[src/rtl/sl_preceptron_mem_arbiter.sv]
// Session-based arbiter sharing the single-port weight SRAM between the host port and the MAC engine.
// Reads are tagged through an RD_LATENCY-deep pipeline, which also drains before every ownership change.
module sl_preceptron_mem_arbiter #(
  parameter int ADDR_WIDTH    = 16,
  parameter int DATA_WIDTH    = 8,
  parameter int RD_LATENCY    = 1,
  parameter int HOST_MAX_WAIT = 255
) (
  input  logic                  clk,
  input  logic                  rst_n,
  input  logic                  session_start,
  input  logic                  session_done,
  input  logic                  host_req,
  input  logic                  host_we,
  input  logic [ADDR_WIDTH-1:0] host_addr,
  input  logic [DATA_WIDTH-1:0] host_wdata,
  output logic                  host_gnt,
  output logic                  host_rvalid,
  output logic [DATA_WIDTH-1:0] host_rdata,
  input  logic                  eng_req,
  input  logic                  eng_we,
  input  logic [ADDR_WIDTH-1:0] eng_addr,
  input  logic [DATA_WIDTH-1:0] eng_wdata,
  output logic                  eng_stall,
  output logic                  eng_rvalid,
  output logic [DATA_WIDTH-1:0] eng_rdata,
  output logic                  mem_wen,
  output logic                  mem_ren,
  output logic [ADDR_WIDTH-1:0] mem_addr,
  output logic [DATA_WIDTH-1:0] mem_wdata,
  input  logic [DATA_WIDTH-1:0] mem_rdata,
  output logic                  session_active,
  output logic                  proto_err
);

  localparam int WAIT_W = (HOST_MAX_WAIT > 0) ? $clog2(HOST_MAX_WAIT + 1) : 1;

  typedef enum logic [1:0] {
    HOST_OWN      = 2'd0,
    DRAIN_TO_ENG  = 2'd1,
    ENG_OWN       = 2'd2,
    DRAIN_TO_HOST = 2'd3
  } state_t;

  state_t                  state_r, state_nxt_s;
  logic [RD_LATENCY-1:0]   pipe_vld_r, pipe_tag_r;
  logic [RD_LATENCY-1:0]   pipe_vld_nxt_s, pipe_tag_nxt_s;
  logic [WAIT_W-1:0]       wait_cnt_r, wait_cnt_nxt_s;
  logic                    proto_err_r, err_set_s;
  logic                    host_gnt_s, eng_gnt_s, steal_s, rd_issue_s, pipe_empty_nxt_s;

  assign steal_s = (HOST_MAX_WAIT != 0) && host_req && (wait_cnt_r == WAIT_W'(HOST_MAX_WAIT));

  // Grant selection; everything is held off while reset is asserted
  always_comb begin
    host_gnt_s = 1'b0;
    eng_gnt_s  = 1'b0;
    if (!rst_n) begin
      host_gnt_s = 1'b0;
    end else begin
      case (state_r)
        HOST_OWN: host_gnt_s = host_req;
        ENG_OWN: begin
          if (steal_s) begin
            host_gnt_s = 1'b1;
          end else begin
            eng_gnt_s = eng_req;
          end
        end
        default: host_gnt_s = 1'b0;
      endcase
    end
  end

  assign rd_issue_s = (host_gnt_s && !host_we) || (eng_gnt_s && !eng_we);

  // Read-tag shift register: stage 0 takes the new read, the last stage is the returning one
  always_comb begin
    pipe_vld_nxt_s    = '0;
    pipe_tag_nxt_s    = '0;
    pipe_vld_nxt_s[0] = rd_issue_s;
    pipe_tag_nxt_s[0] = eng_gnt_s;
    for (int k = 1; k < RD_LATENCY; k++) begin
      pipe_vld_nxt_s[k] = pipe_vld_r[k-1];
      pipe_tag_nxt_s[k] = pipe_tag_r[k-1];
    end
    pipe_empty_nxt_s = (pipe_vld_nxt_s == '0);
  end

  // Session FSM next state and protocol-error detection
  always_comb begin
    state_nxt_s = state_r;
    err_set_s   = 1'b0;
    if (!rst_n) begin
      state_nxt_s = HOST_OWN;
    end else begin
      case (state_r)
        HOST_OWN: begin
          if (session_start) begin
            state_nxt_s = pipe_empty_nxt_s ? ENG_OWN : DRAIN_TO_ENG;
          end else begin
            state_nxt_s = HOST_OWN;
          end
          err_set_s = session_done;
        end
        DRAIN_TO_ENG: begin
          if (pipe_empty_nxt_s) begin
            state_nxt_s = ENG_OWN;
          end else begin
            state_nxt_s = DRAIN_TO_ENG;
          end
          err_set_s = session_start;
        end
        ENG_OWN: begin
          if (session_done) begin
            state_nxt_s = DRAIN_TO_HOST;
          end else begin
            state_nxt_s = ENG_OWN;
          end
          err_set_s = session_start;
        end
        DRAIN_TO_HOST: begin
          if (pipe_empty_nxt_s) begin
            state_nxt_s = HOST_OWN;
          end else begin
            state_nxt_s = DRAIN_TO_HOST;
          end
          err_set_s = session_start;
        end
        default: state_nxt_s = HOST_OWN;
      endcase
    end
  end

  // Host starvation counter, only live while the engine owns the SRAM
  always_comb begin
    wait_cnt_nxt_s = '0;
    if ((HOST_MAX_WAIT != 0) && (state_r == ENG_OWN) && (state_nxt_s == ENG_OWN) &&
        host_req && !host_gnt_s) begin
      wait_cnt_nxt_s = wait_cnt_r + WAIT_W'(1);
    end else begin
      wait_cnt_nxt_s = '0;
    end
  end

  // State, pipeline, counter and sticky error registers with synchronous reset
  always_ff @(posedge clk) begin
    if (!rst_n) begin
      state_r     <= HOST_OWN;
      pipe_vld_r  <= '0;
      pipe_tag_r  <= '0;
      wait_cnt_r  <= '0;
      proto_err_r <= 1'b0;
    end else begin
      state_r     <= state_nxt_s;
      pipe_vld_r  <= pipe_vld_nxt_s;
      pipe_tag_r  <= pipe_tag_nxt_s;
      wait_cnt_r  <= wait_cnt_nxt_s;
      proto_err_r <= proto_err_r | err_set_s;
    end
  end

  // SRAM control mux from whichever requester holds the grant
  always_comb begin
    mem_wen   = 1'b0;
    mem_ren   = 1'b0;
    mem_addr  = '0;
    mem_wdata = '0;
    if (host_gnt_s) begin
      mem_wen   = host_we;
      mem_ren   = !host_we;
      mem_addr  = host_addr;
      mem_wdata = host_wdata;
    end else if (eng_gnt_s) begin
      mem_wen   = eng_we;
      mem_ren   = !eng_we;
      mem_addr  = eng_addr;
      mem_wdata = eng_wdata;
    end else begin
      mem_wen   = 1'b0;
    end
  end

  assign host_gnt       = host_gnt_s;
  assign eng_stall      = eng_req && !eng_gnt_s;
  assign host_rvalid    = rst_n && pipe_vld_r[RD_LATENCY-1] && !pipe_tag_r[RD_LATENCY-1];
  assign eng_rvalid     = rst_n && pipe_vld_r[RD_LATENCY-1] && pipe_tag_r[RD_LATENCY-1];
  assign host_rdata     = host_rvalid ? mem_rdata : '0;
  assign eng_rdata      = eng_rvalid ? mem_rdata : '0;
  assign session_active = rst_n && ((state_r == ENG_OWN) || (state_r == DRAIN_TO_HOST));
  assign proto_err      = rst_n && proto_err_r;

endmodule

[config.mk]
export PLATFORM = sky130hd
export DESIGN_NAME = sl_preceptron_mem_arbiter
export DESIGN_NICKNAME = d
export VERILOG_FILES = /design/src/rtl/sl_preceptron_mem_arbiter.sv
export SDC_FILE = /design/constraint.sdc
export NUM_CORES = 1
export LEC_CHECK = 0
export CORE_MARGIN = 2
export CORE_UTILIZATION = 27
export DETAILED_ROUTE_END_ITERATION = 10
export PLACE_DENSITY = 0.9
export SLEW_MARGIN = 5
export SYNTH_ARGS = -nofsm -noshare
export SYNTH_HDL_FRONTEND = slang
export SYNTH_SLANG_ARGS = --single-unit
export TNS_END_PERCENT = 50
[constraint.sdc]
create_clock -name clk -period 2.2 [get_ports clk]
set_input_delay 0.44 -clock clk [delete_from_list [all_inputs] [get_ports clk]]
set_output_delay 0.44 -clock clk [all_outputs]
set_load 0.01 [all_outputs]
==> impl_results.md <==
- Status: finished, violations left
- Failing checks: setup timing
- Fillers: 300
- Reg area: ~260 sq um
- Total CTS buffers: 3
- Initial Utilization: ~28%
- Final hold violations: 0
- Syn-to-layout area delta: 142%
- Post-Syn Area per Cell: around 8.4 sq um
- Fin cells: 302
- Worst setup margin: -0.0185 ns
- Slew margin rel.: 57.3%
- Worst Setup End Kind: output port
- Top-area cell type share of the netlist area: between 20 and 30%
- Yosys cell types: 30
- Tmin final: about 2.2 ns
- Placed cell area: 2290 sq um
- 1st-iter DRT viols: 55
- Die area: between 4000 and 5000 sq um
- Die width: around 65 um
- Root buf cell: clkbuf_8
- Synth async-reset ratio: 0%
- Multi-input gate area: just under 700 sq um
- Crit-path max cell delay: between 0.3 and 0.4 ns
- Synth area leaders: a32o_1 (27%), dfxtp_1 (26%), and2_1 (12%)
- DRC viols: 0
- Post-Syn Area: 995 sq um
- WP data required: around 1.8 ns
- Routed Antenna Nets: 0
- VDD IR-drop max: around 190 uV
- I/O Pins: approximately 110
- Crit path max-delay family: compound AO/OA/AOI/OAI gates
- Detailed placer's ending HPWL: 3.22 mm
- Top Layer Used: met4
- Most frequent cell after synthesis: a32o_1
- DP Cell Count: roughly 290
- Fin crit share: 101%
- # port buffers: ~110
- CTS max path bufs: 2
- CP Class: reg -> out
- Post-synth EDFFs: 0
- GR Overflow Total: 0
- Tightest Hold Check Type: reg -> reg
- Vias in the first global route: around 1400
- Clock latency at the later pin of the worst-skew pair: 0.24 ns
- Leak: ~0.0011 uW
- Synth Flop Type: dfxtp_1
- Routed WL per cell: 15.1 um
- RSZ-0062 raised after global routing: yes
- CTS clk-pin slew, worst paths: roughly 0.060 ns
- CP Buf/Inv Count: 3
- Initial antenna violation count: 0
- Finished Cell Area: 2410 sq um
- Crit path launch type: register
- CTS tree: yes
- Largest net degree at the start of global routing: 16
- Routed met3 length: about 440 um
- Slowest CP cell: dfxtp_2
- Sequential area share after synthesis: 26.2%
- MaxCap Viol Count: 0
- Worst Path Max Fanout: 5
- Clk_skew: around 0.0055 ns
- Post-synth net total: approximately 180
- Total GRT Usage: around a fifth
- Fin nets: 320
- Vias/cell: just over 5
- Yosys top cell by area: a32o_1
- CTS sink cnt: 13
- Vias: between 1500 and 2000
- Drt total wl: between 4 and 5 mm
- Fin. max-slew vios: 0
- Chip height: 64.7 um
- Routability cong.: 0.777
- #FFs+latches synth: 13
- FP Rows: 22
- Synth cell count leaders: a32o_1 (27), and2_1 (19), dfxtp_1 (13)
- H-tree levels: 1
- Met1 wire length: ~1.7 mm
- Endpoints failing setup: 1
- Core Footprint: between 3000 and 4000 sq um
- PD cells: ~330 nW/um^2
- Drt first pass iters: 5
- FMAX: ~450 MHz
- Met2 WL post-DR: roughly 2.4 mm
- Number of synthesis warnings: 0
- Critical Path AT: between 1.5 and 2 ns
- First-pass GRT wire length: 6.69 mm
- CTS Hold Bufs: 0
- Diode count: 0
- Worst Tran Pin Value: 0.640 ns
- Fraction of layout cells with a size suffix above 1: around 28%
- Post-Syn Instances: between 100 and 150
- Crit path cell chain: ha_4, nand3_2, o31a_1, buf_6, buf_16, a32o_1, buf_2
path summary, 6_finish.rpt:
check,slack (ns),cells past startpoint,start,to
min,0.46,1,proto_err_r,proto_err_r
max reg2reg,0.56,6,wait_cnt_r[1],wait_cnt_r[4]
max,-0.02,7,wait_cnt_r[1],mem_addr[3]
min reg2reg,0.46,1,proto_err_r,proto_err_r
registers in the layout, summed over array words and instances (netlist names):
register,flops
pipe_tag_r,1
pipe_vld_r,1
proto_err_r,1
state_r,2
wait_cnt_r,8
area by class of cell:
| class | count | share of cell area [%] |
|---|---|---|
| timing repair buffer | 141 | 55.5 |
| multi-input combinational | 90 | 28.2 |
| sequential | 13 | 10.9 |
| tap | 48 | 2.50 |
| clock buffer | 3 | 1.72 |
| inverter | 6 | 0.936 |
| clock inverter | 1 | 0.208 |
where the power goes:
group	total, uW	internal (uW)	switching (uW)
sequential	248	243	4.72
clock	209	125	84.1
combinational	332	212	121
total	789	580	209
cells in the final DEF (no fill, tap or decap), types with 2 or more instances in the layout:
cell type,synthesis,final
buf_16,0,2
dlymetal6s2s_1,0,5
dfxtp_2,0,2
nand4_1,2,2
and2_1,19,19
o21ai_0,5,5
buf_2,5,24
nand2_1,4,4
a32o_2,0,2
nor2_1,7,7
a32o_1,27,25
buf_12,0,2
clkbuf_8,0,3
dfxtp_1,13,11
or3_1,3,3
xnor2_1,2,2
dlygate4sd2_1,0,6
buf_4,0,20
nand3_1,2,2
a21oi_1,5,5
clkdlybuf4s50_1,0,72
buf_6,1,6
inv_1,6,6
clkbuf_2,0,2
stage by stage:
step | utilization, % | TNS, ns | power (uW) | setup WS [ns] | hold slack (ns)
final | 66.7 | -0.0185 | 789 | -0.0185 | 0.460
after global routing | 66.7 | -1.08 | 830 | -0.0770 | 0.495
after CTS | 65.0 | 0 | 786 | 0.00919 | 0.464
after detailed placement | 63.5 | -17.88 | 580 | -0.506 | 0.451
after global placement | 63.5 | -16.06 | 577 | -0.449 | 0.440
after floorplan | - | 0 | 356 | 0.251 | 0.430
layer usage:
| layer | up-vias | global-route usage, % |
|---|---|---|
| met5 | - | 0 |
| li1 | 737 | - |
| met2 | 83 | 35.7 |
| met4 | 0 | 5.32 |
| met3 | 8 | 6.42 |
| met1 | 716 | 23.2 |
cells by family after synthesis:
kind of cell | Yosys count | share of synthesized area, %
AOI/OAI and AO/OA | 42 | 36.4
xor gates and xnor gates | 3 | 2.64
adders and majority gates | 1 | 1.26
buffers and inverters | 16 | 7.42
DFF | 13 | 26.2
and+or+nand+nor | 44 | 26.2
repair_timing:
item	CTS	global route
gates resized for setup	124	13
cloned	3	1
pin swaps	5	1
buffers inserted	4	2
setup endpoints to repair	48	41
Note: power is estimated with default switching activity, not from simulation.
